**config.mk**
```make
export PLATFORM = sky130hd
export DESIGN_NAME = rr_response_router_flat
export DESIGN_NICKNAME = d
export VERILOG_FILES = /design/src/rtl/rr_response_router_if.sv /design/src/rtl/rr_response_router.sv /design/src/flat_wrapper.sv
export SDC_FILE = /design/constraint.sdc
export NUM_CORES = 1
export LEC_CHECK = 0
export ABC_AREA = 1
export CAP_MARGIN = 20
export CORE_MARGIN = 1
export CORE_UTILIZATION = 50
export CTS_BUF_LIST = sky130_fd_sc_hd__clkbuf_4 sky130_fd_sc_hd__clkbuf_8
export CTS_CLUSTER_SIZE = 10
export DETAILED_ROUTE_END_ITERATION = 8
export PLACE_DENSITY = 0.84
export SLEW_MARGIN = 10
export SYNTH_ARGS = -nofsm -noshare
export SYNTH_HDL_FRONTEND = slang
export SYNTH_SLANG_ARGS = --single-unit
```
**constraint.sdc**
```tcl
create_clock -name clk -period 3.1 [get_ports clk]
set_clock_uncertainty 0.2 [all_clocks]
set_input_delay 0.31 -clock clk [delete_from_list [all_inputs] [get_ports clk]]
set_output_delay 0.31 -clock clk [all_outputs]
set_load 0.005 [all_outputs]
```
**src/rtl/rr_response_router_if.sv**
```systemverilog
// rtl/rr_response_router_if.sv - issue, response and per-requester output bundle for rr_response_router
//
// Ports (signals in the bundle):
//   issue_valid / issue_grant / issue_ready : transaction issue from the arbiter side
//   rsp_valid / rsp_data / rsp_ready        : in-order responses from the shared resource
//   out_valid / out_data / out_ready        : one-hot routed response toward the requesters
//   outstanding                             : tag FIFO occupancy
//   err_grant                               : sticky non-one-hot grant flag
// master drives issue, response and out_ready; slave is the router.
interface rr_response_router_if #(
  parameter int INPUTS = 4,
  parameter int DATA_W = 8,
  parameter int DEPTH  = 4
);
  localparam int CNT_W = $clog2(DEPTH + 1);

  logic              issue_valid;
  logic [INPUTS-1:0] issue_grant;
  logic              issue_ready;
  logic              rsp_valid;
  logic [DATA_W-1:0] rsp_data;
  logic              rsp_ready;
  logic [INPUTS-1:0] out_valid;
  logic [DATA_W-1:0] out_data;
  logic [INPUTS-1:0] out_ready;
  logic [CNT_W-1:0]  outstanding;
  logic              err_grant;

  modport master (
    output issue_valid, issue_grant, rsp_valid, rsp_data, out_ready,
    input  issue_ready, rsp_ready, out_valid, out_data, outstanding, err_grant
  );

  modport slave (
    input  issue_valid, issue_grant, rsp_valid, rsp_data, out_ready,
    output issue_ready, rsp_ready, out_valid, out_data, outstanding, err_grant
  );
endinterface

```
**src/rtl/rr_response_router.sv**
```systemverilog
// rtl/rr_response_router.sv - routes in-order resource responses back to the requester that issued them
//
// Ports:
//   clk   : rising-edge clock
//   rst_n : asynchronous active-low reset
//   bus   : rr_response_router_if.slave (issue, response, routed output, status)
// Each accepted issue pushes the encoded grant index into a tag FIFO; each
// accepted response pops the head tag and loads a one-entry output stage
// whose one-hot valid points at that requester.
module rr_response_router #(
  parameter int INPUTS = 4,
  parameter int DATA_W = 8,
  parameter int DEPTH  = 4
) (
  input  logic                 clk,
  input  logic                 rst_n,
  rr_response_router_if.slave  bus
);
  localparam int IDX_W = (INPUTS > 1) ? $clog2(INPUTS) : 1;
  localparam int PTR_W = (DEPTH > 1) ? $clog2(DEPTH) : 1;
  localparam int CNT_W = $clog2(DEPTH + 1);

  logic [IDX_W-1:0]  tag_mem [DEPTH];
  logic [PTR_W-1:0]  wr_ptr;
  logic [PTR_W-1:0]  rd_ptr;
  logic [CNT_W-1:0]  count;
  logic              stage_valid;
  logic [IDX_W-1:0]  out_idx;
  logic [DATA_W-1:0] out_data_q;
  logic              err_q;

  logic              grant_onehot;
  logic [IDX_W-1:0]  grant_idx;
  logic              issue_ok;
  logic              push;
  logic              bad_grant;
  logic              stage_free;
  logic              rsp_ok;
  logic              pop;
  logic              drain;

  // Explicit wrap so non-power-of-2 depths index only valid entries.
  function automatic logic [PTR_W-1:0] ptr_inc(input logic [PTR_W-1:0] p);
    return (p == PTR_W'(DEPTH - 1)) ? '0 : p + 1'b1;
  endfunction

  // Encoder result is only meaningful when the grant is one-hot.
  always_comb begin
    grant_idx = '0;
    for (int i = 0; i < INPUTS; i++) begin
      if (bus.issue_grant[i]) grant_idx = IDX_W'(i);
    end
  end

  assign grant_onehot = $onehot(bus.issue_grant);

  // No bypass: a full FIFO refuses issues even while a pop is happening.
  assign issue_ok   = (count != CNT_W'(DEPTH));
  assign push       = bus.issue_valid && issue_ok && grant_onehot;
  assign bad_grant  = bus.issue_valid && issue_ok && !grant_onehot;

  // Stage can take a new response if empty or draining this cycle, which
  // lets drain and reload overlap for one response per cycle.
  assign drain      = stage_valid && bus.out_ready[out_idx];
  assign stage_free = !stage_valid || bus.out_ready[out_idx];
  assign rsp_ok     = (count != '0) && stage_free;
  assign pop        = bus.rsp_valid && rsp_ok;

  always_ff @(posedge clk) begin
    if (push) tag_mem[wr_ptr] <= grant_idx;
  end

  always_ff @(posedge clk or negedge rst_n) begin
    if (!rst_n) begin
      wr_ptr      <= '0;
      rd_ptr      <= '0;
      count       <= '0;
      stage_valid <= 1'b0;
      out_idx     <= '0;
      out_data_q  <= '0;
      err_q       <= 1'b0;
    end else begin
      if (push) wr_ptr <= ptr_inc(wr_ptr);

      if (pop) begin
        rd_ptr      <= ptr_inc(rd_ptr);
        out_idx     <= tag_mem[rd_ptr];
        out_data_q  <= bus.rsp_data;
        stage_valid <= 1'b1;
      end else if (drain) begin
        stage_valid <= 1'b0;
      end

      case ({push, pop})
        2'b10:   count <= count + 1'b1;
        2'b01:   count <= count - 1'b1;
        default: count <= count;
      endcase

      if (bad_grant) err_q <= 1'b1;
    end
  end

  assign bus.issue_ready = issue_ok;
  assign bus.rsp_ready   = rsp_ok;
  assign bus.out_valid   = stage_valid ? (INPUTS'(1) << out_idx) : '0;
  assign bus.out_data    = out_data_q;
  assign bus.outstanding = count;
  assign bus.err_grant   = err_q;
endmodule

```
**src/flat_wrapper.sv**
```systemverilog
// flat-port wrapper written by rule: the top's interface ports become plain ports
module rr_response_router_flat 
#(
  parameter int INPUTS = 4,
  parameter int DATA_W = 8,
  parameter int DEPTH  = 4
)
  (clk, rst_n, bus_issue_valid, bus_issue_grant, bus_rsp_valid, bus_rsp_data, bus_out_ready, bus_issue_ready, bus_rsp_ready, bus_out_valid, bus_out_data, bus_outstanding, bus_err_grant);
  rr_response_router_if #(.INPUTS(INPUTS), .DATA_W(DATA_W), .DEPTH(DEPTH)) bus_i ();
  input  logic clk;
  input  logic rst_n;
  input wire logic [$bits(bus_i.issue_valid)-1:0] bus_issue_valid;
  input wire logic [$bits(bus_i.issue_grant)-1:0] bus_issue_grant;
  input wire logic [$bits(bus_i.rsp_valid)-1:0] bus_rsp_valid;
  input wire logic [$bits(bus_i.rsp_data)-1:0] bus_rsp_data;
  input wire logic [$bits(bus_i.out_ready)-1:0] bus_out_ready;
  output wire logic [$bits(bus_i.issue_ready)-1:0] bus_issue_ready;
  output wire logic [$bits(bus_i.rsp_ready)-1:0] bus_rsp_ready;
  output wire logic [$bits(bus_i.out_valid)-1:0] bus_out_valid;
  output wire logic [$bits(bus_i.out_data)-1:0] bus_out_data;
  output wire logic [$bits(bus_i.outstanding)-1:0] bus_outstanding;
  output wire logic [$bits(bus_i.err_grant)-1:0] bus_err_grant;
  assign bus_i.issue_valid = bus_issue_valid;
  assign bus_i.issue_grant = bus_issue_grant;
  assign bus_i.rsp_valid = bus_rsp_valid;
  assign bus_i.rsp_data = bus_rsp_data;
  assign bus_i.out_ready = bus_out_ready;
  assign bus_issue_ready = bus_i.issue_ready;
  assign bus_rsp_ready = bus_i.rsp_ready;
  assign bus_out_valid = bus_i.out_valid;
  assign bus_out_data = bus_i.out_data;
  assign bus_outstanding = bus_i.outstanding;
  assign bus_err_grant = bus_i.err_grant;
  rr_response_router #(.INPUTS(INPUTS), .DATA_W(DATA_W), .DEPTH(DEPTH)) u_core (.clk(clk), .rst_n(rst_n), .bus(bus_i));
endmodule
```
==> results of run 1 <==
logic make-up (layout without fill, tap and decap cells):
family / count (synthesis) / after routing / synth area share [%]
AO/OA/AOI/OAI: 7 / 7 / 2.604
XOR/XNOR: 2 / 2 / 1.215
adder cells (fa/ha/maj): 12 / 12 / 11.46
buffers and inverters: 32 / 74 / 9.027
flip-flops: 27 / 27 / 49.65
AND/OR/NAND/NOR: 80 / 80 / 26.04
state kept, by name (all words and copies together), names as in the netlist:
| register | count |
|---|---|
| u_core.tag_mem | 8 |
| u_core.stage_valid | 1 |
| u_core.bus.outstanding | 3 |
| u_core.rd_ptr | 2 |
| u_core.out_idx | 2 |
| u_core.bus.out_data | 8 |
| u_core.wr_ptr | 2 |
| u_core.bus.err_grant | 1 |
power breakdown:
| part | internal (mW) | switching (mW) | total [mW] |
|---|---|---|---|
| sequential | 0.491 | 0.105 | 0.597 |
| clock | 0.0592 | 0.0997 | 0.159 |
| combinational | 0.402 | 0.403 | 0.806 |
layer usage:
layer | share of wire (%) | vias to the layer above
met2 | 52 | 37
met3 | 5.3 | 5
met1 | 41 | 562
li1 | - | 596
met4 | 1.5 | 0
met5 | 0 | -
cell usage in the layout (no fill, tap or decap), drive strengths merged:
cell,netlist,layout
o21bai,1,1
inv,28,28
dfrtp,19,19
nor3b,1,1
fa,2,2
xnor2,1,1
xor2,1,1
nand2,48,48
nor3,4,4
clkdlybuf4s50,0,37
a21oi,4,4
nand3,9,9
buf,3,5
clkbuf,1,4
nor2,6,6
nand4,12,12
o21ai,2,2
ha,10,10
edfxtp,8,8
worst paths after layout:
kind,start,end,slack [ns],cells after the start
min in group clk,u_core.bus.out_data[7],u_core.bus.out_data[7],0.28,2
min,rst_n,u_core.bus.out_data[4],0.25,1
max in group asynchronous,rst_n,u_core.bus.outstanding[1],1.91,1
max reg2reg,u_core.out_idx[0],u_core.bus.outstanding[2],0.58,13
max,bus_issue_grant[2],u_core.bus.outstanding[2],0.13,13
min reg2reg,u_core.bus.out_data[7],u_core.bus.out_data[7],0.28,2
area by class of cell:
type                    instances  area share [%]
clock buffers                   4           1.582
repair buffers                 42           21.49
well taps                      31           2.044
flip-flops and latches         27           37.71
inverters                      28           5.537
multi-input cells             101           31.64
metrics by stage:
| stage | worst slack (ns) | utilization, % |
|---|---|---|
| floorplan | 0.2298 | - |
| global placement | -0.1504 | 68.15 |
| detailed placement | -0.2918 | 68.15 |
| CTS | 0.08332 | 69.24 |
| global route | 0.006362 | 69.43 |
| finish | 0.1337 | 69.43 |
==> run metrics, run 1 <==
status completed; multi-input logic area 600.6 um2; CP endpoint kind flop; Post-synth EDFFs 8; slowest stage cell, crit path fa_1; Port Buf Inserts 37; diode count 0; core outline area about 2700 um2; post-cts resize count 0; Starting Density between 50% and 60%; Hold Worst Slack 0.2512 ns; met3 GRT Util between 4 and 5%; f_max 337.1 MHz; synthesis-stage register bit count 27; dpl hpwl between 2000 and 2500 um; leading area contributor after synthesis dfrtp_1; final setup fails 0; Total GRT Usage between 20% and 30%; Clock Latency Late Sink between 0.3 and 0.4 ns; CTS Hold Bufs 0; die area 3101 um2; Commonest cells post-synth nand2_1 (48), inv_1 (27), dfrtp_1 (19), nand4_1 (12), ha_1 (10); cell area after layout 1898 um2; CTS tree yes; cells along the critical path clkdlybuf4s50_1, inv_1, ha_1, ha_1, fa_1, nor3b_2, nand3_1, ha_1, inv_1, fa_1, a21oi_1, o21ai_0, xor2_1; Die W 55.69 um; clock-pin slew on the worst setup and hold paths 0.14 ns; DRT iter0 DRCs 43; Power Density 822.5 nW/um2; Worst EP required 3.11 ns; Final period util a little over nine tenths; Post-Route Setup TNS 0 ns; most instantiated library cell after synthesis nand2_1; clk sinks 27; CTS Buf Count 3; Finished Layout Cells about 230; first-pass GRT wire length 5071 um; Hold Crit Class input port to asynchronous set/reset pin; DRC viols 0; initial antenna violation count 0; post-layout min period 2.966 ns; slew of the pin with the lowest slew margin approximately 0.86 ns; Netlist cell types 21; Mapped Nets 192; top_reg_cell synth dfrtp_1; largest net degree at the start of global routing 20; io pins 38; Hold Fails Final Rpt 0; Reg area 715.7 um2; Antenna Nets Post-Route 0; Root Buffer clkbuf_4; critical path's top delay family adder cells; gp weighted congestion 0.8264; RSZ-0062 raised after global routing false; Avg Vias per Cell 5.150; Placed Instances 229; Congestion Overflow GR 0; vias 1200; filler cell count in the final layout 211; Clock Tree Buf Depth 2; H-tree levels 1; post-synth top area share between 30% and 40%; maximum capacitance violations 0; worst path bufs/invs 3; Area growth, synth to finish 31.68%; synthesized area 1441 um2; top post-synthesis cells by area dfrtp_1 (33%), edfxtp_1 (17%), nand2_1 (13%), ha_1 (8.7%), inv_1 (7.0%); layout cells sized above 1 6.436%; Pins Over Slew Limit 0; met1 usage 23.68%; Leak 0.9310 nW; final WL 2889 um; VDD IR-drop max ~760 uV; GR Util met2 38.21%; die span in y ~56 um; Initial DRT Pass Iterations 4; Crit Path Class input port to flop; post-synthesis sequential area ratio 49.65%; GRT busiest layer met2; Synthesis Warnings 0; Placed Area 1863 um2; Gate Count Post-Synth 160; max incr delay on CP 0.50 ns; row cnt 19; vias in the first global route ~1.2k; crit-path max FO 2; Post-CTS Setup Inserts 0; Synth Area per Inst 9.009 um2; ys async rst share 70.37%; # nets final 235; CP Launch Type input port; Max-slew headroom 42.45%; Design Power between 1.5 and 2 mW; WL/cell 12.40 um; crit-path most repeated cell ha_1; CP arrival 2.98 ns
Note: power is estimated with default switching activity, not from simulation.
==> run 2: changes to the inputs <==
--- a/config.mk
+++ b/config.mk
@@ -5,10 +5,10 @@
 export SDC_FILE = /design/constraint.sdc
 export NUM_CORES = 1
 export LEC_CHECK = 0
-export ABC_AREA = 1
+export ABC_AREA = 0
 export CAP_MARGIN = 20
 export CORE_MARGIN = 1
-export CORE_UTILIZATION = 50
+export CORE_UTILIZATION = 49
 export CTS_BUF_LIST = sky130_fd_sc_hd__clkbuf_4 sky130_fd_sc_hd__clkbuf_8
 export CTS_CLUSTER_SIZE = 10
 export DETAILED_ROUTE_END_ITERATION = 8
==> run 2 against run 1 <==
Worst hold slack got worse by 0.012 ns. Non-clock buffer count unchanged. Clock-buffer cell count is the same. Synthesized cell count is 39% lower. Utilization increased by 3.2 points. Highest routed layer unchanged. Fmax fell by 1.3%.
==> run metrics, run 2 <==
Netlist cell types 29 (+38%); layout cells sized above 1 26.95% (+21 points); synthesis-stage register bit count 27 (unchanged); Placed Area 1783 um2 (-4.3%); most common cell after layout, fill and taps aside clkdlybuf4s50_1; final WL 2553 um (-12%); Max-slew headroom 44.20% (+1.7 points); post-layout min period 3.004 ns (+0.03789 ns); Congestion Overflow GR 0 (unchanged); RR Startpoint u_core.bus.outstanding[0]; synthesized area 1353 um2 (-6.2%); Clock Latency Late Sink 0.33 ns (about the same); CP arrival 3.06 ns (+0.08 ns); Synth Area per Inst 13.94 um2 (+55%); row cnt 18 (-1); DRT iter0 DRCs 11 (-74%); Mapped Nets 129 (-33%); Post-synth EDFFs 8 (unchanged); clk sinks 27 (unchanged); CP endpoint kind flop; max incr delay on CP 0.53 ns (+0.03 ns); io pins 38 (unchanged); Gate Count Post-Synth 97 (-39%); status completed; slowest stage cell, crit path fa_1; Critical R2R Capture u_core.bus.outstanding[2]; Crit Path Class input port to flop; Worst EP required 3.16 ns (+0.05 ns); critical path's top delay family adder cells; Area growth, synth to finish 36.63%; vias in the first global route 851 (-30%); post-synth top area share 35.15% (+2.2 points); largest net degree at the start of global routing 20 (unchanged); diode count 0 (unchanged); f_max 332.9 MHz (-1.3%); Power Density 861.4 nW/um2 (+4.7%); final core occ 72.62% (+3.2 points); worst path bufs/invs 4 (+1); top_reg_cell synth dfrtp_1; Antenna Nets Post-Route 0 (unchanged); Worst R2R Path Depth 9 (-4); CTS tree yes; most instantiated library cell after synthesis dfrtp_1; CTS Buf Count 3 (unchanged); die area 2975 um2 (-4.1%); Die W 54.54 um (-2.1%); H-tree levels 1 (unchanged); dpl hpwl 2026 um (-9.2%); initial antenna violation count 0 (unchanged); Crit path depth 14 (+1); die span in y 54.54 um (-2.1%); ys async rst share 70.37% (unchanged); CP Launch Type input port; Final period util 96.91% (+1.2 points); cell area after layout 1848 um2 (-2.6%); leading area contributor after synthesis dfrtp_1; Hold Fails Final Rpt 0 (unchanged); crit-path max FO 2 (unchanged); Initial DRT Pass Iterations 4 (unchanged); DRC viols 0 (unchanged); Clock Tree Buf Depth 2 (unchanged); slew of the pin with the lowest slew margin 0.8344 ns (-0.02608 ns); clock-pin slew on the worst setup and hold paths 0.14 ns (about the same); Leak 0.7918 nW (-15%); final setup fails 0 (unchanged); CTS Hold Bufs 0 (unchanged); Synthesis Warnings 0 (unchanged); first-pass GRT wire length 3601 um (-29%); Placed Instances 167 (-27%); WL/cell 14.93 um (+20%); Finished Layout Cells 171 (-27%); post-synthesis sequential area ratio 52.91% (+3.3 points); Avg Vias per Cell 5.146 (about the same); maximum capacitance violations 0 (unchanged); Hold Crit Class input port to asynchronous set/reset pin; Starting Density 53.15% (+0.42 points); most frequent cells in the layout clkdlybuf4s50_1 (36), dfrtp_1 (19), mux2_2 (14), ha_1 (8), edfxtp_1 (8); Pins Over Slew Limit 0 (unchanged); Root Buffer clkbuf_4; Port Buf Inserts 37 (unchanged); gp weighted congestion 0.8045 (-2.7%); RSZ-0062 raised after global routing false; vias 880 (-27%); Total GRT Usage 17.75% (-3.2 points); Post-Route Setup TNS 0 ns (unchanged); crit-path most repeated cell inv_2; worst reg-to-reg setup slack 0.70 ns (+0.12 ns); cells along the critical path clkdlybuf4s50_1, inv_1, ha_1, ha_2, fa_1, nor3b_2, and3_1, inv_2, ha_4, inv_2, fa_2, xor2_2, nor2_2, xor2_1; # nets final 174 (-26%); VDD IR-drop max 655.0 uV (-14%); top post-synthesis cells by area dfrtp_1 (35%), edfxtp_1 (18%), mux2_2 (12%), ha_1 (9.3%), mux4_2 (3.3%); Commonest cells post-synth dfrtp_1 (19), mux2_2 (14), ha_1 (10), inv_1 (9), edfxtp_1 (8); Design Power 1.592 mW (+2.0%); core outline area 2545 um2 (-6.9%)
==> run 2: routing by layer <==
layer	wire length (um)	global-route usage, %
met5	0	0
met1	984	19.96
met4	38	5.983
met2	1401	31.50
met3	129	5.556
==> run 2: final cells by class <==
cell class / instances / area (um2)
flip-flops and latches: 27 / 715.7
fillers: 172 / 696.9
multi-input cells: 59 / 620.6
repair buffers: 42 / 410.4
well taps: 30 / 37.54
inverters: 9 / 33.78
clock buffers: 4 / 30.03
==> run 2: worst max path at each step <==
stage                                  start  slack, ns                        end
after global placement    bus_issue_grant[2]      -0.26  u_core.bus.outstanding[2]
after global routing      bus_issue_grant[3]      0.002  u_core.bus.outstanding[2]
after detailed placement  bus_issue_grant[2]      -0.37  u_core.bus.outstanding[2]
after CTS                 bus_issue_grant[2]       0.01  u_core.bus.outstanding[2]
final                     bus_issue_grant[3]        0.1  u_core.bus.outstanding[2]
after floorplan           bus_issue_grant[2]       0.15  u_core.bus.outstanding[1]
==> run 2: worst reg2reg max path, stage by stage, from the launching register on <==
cell     delay, ns
dfrtp_1       0.48
or3b_1        0.42
and3_1        0.21
inv_2         0.07
ha_4          0.13
inv_2         0.04
fa_2          0.37
xor2_2        0.19
nor2_2        0.09
xor2_1        0.15
==> run 2: repair_timing <==
item	4_1_cts	5_1_grt
gates resized for setup	2	9
pin swaps	1	6
endpoints found under the setup margin	2	2
buffers inserted	0	0
==> run 2: power breakdown <==
group	switching [mW]	internal [mW]
clock network	0.101	0.0592
logic	0.298	0.515
registers	0.121	0.498
==> run 2: kinds of logic (layout without fill, tap and decap cells) <==
group | count (synthesis) | after routing | synth area share [%]
buffers and inverters | 11 | 55 | 3.607
AO/OA/AOI/OAI | 7 | 7 | 4.348
adder cells (fa/ha/maj) | 12 | 12 | 12.21
flip-flops | 27 | 27 | 52.91
XOR/XNOR | 3 | 3 | 1.943
multiplexers | 18 | 18 | 16.47
AND/OR/NAND/NOR | 19 | 19 | 8.512
==> run 2: stage by stage <==
stage                     hold WS, ns  setup slack [ns]
after floorplan               -0.1856            0.1493
after global placement         0.2629           -0.2613
after detailed placement       0.2946           -0.3730
after CTS                      0.2681           0.01494
after global routing           0.2941          0.001720
final                          0.2390           0.09582
==> run 3: changes to the inputs <==
--- a/config.mk
+++ b/config.mk
@@ -10,7 +10,6 @@
 export CORE_MARGIN = 1
 export CORE_UTILIZATION = 49
 export CTS_BUF_LIST = sky130_fd_sc_hd__clkbuf_4 sky130_fd_sc_hd__clkbuf_8
-export CTS_CLUSTER_SIZE = 10
 export DETAILED_ROUTE_END_ITERATION = 8
 export PLACE_DENSITY = 0.84
 export SLEW_MARGIN = 10
==> results of run 3 <==
Final layout, timing and power as in run 2 (identical DEF).
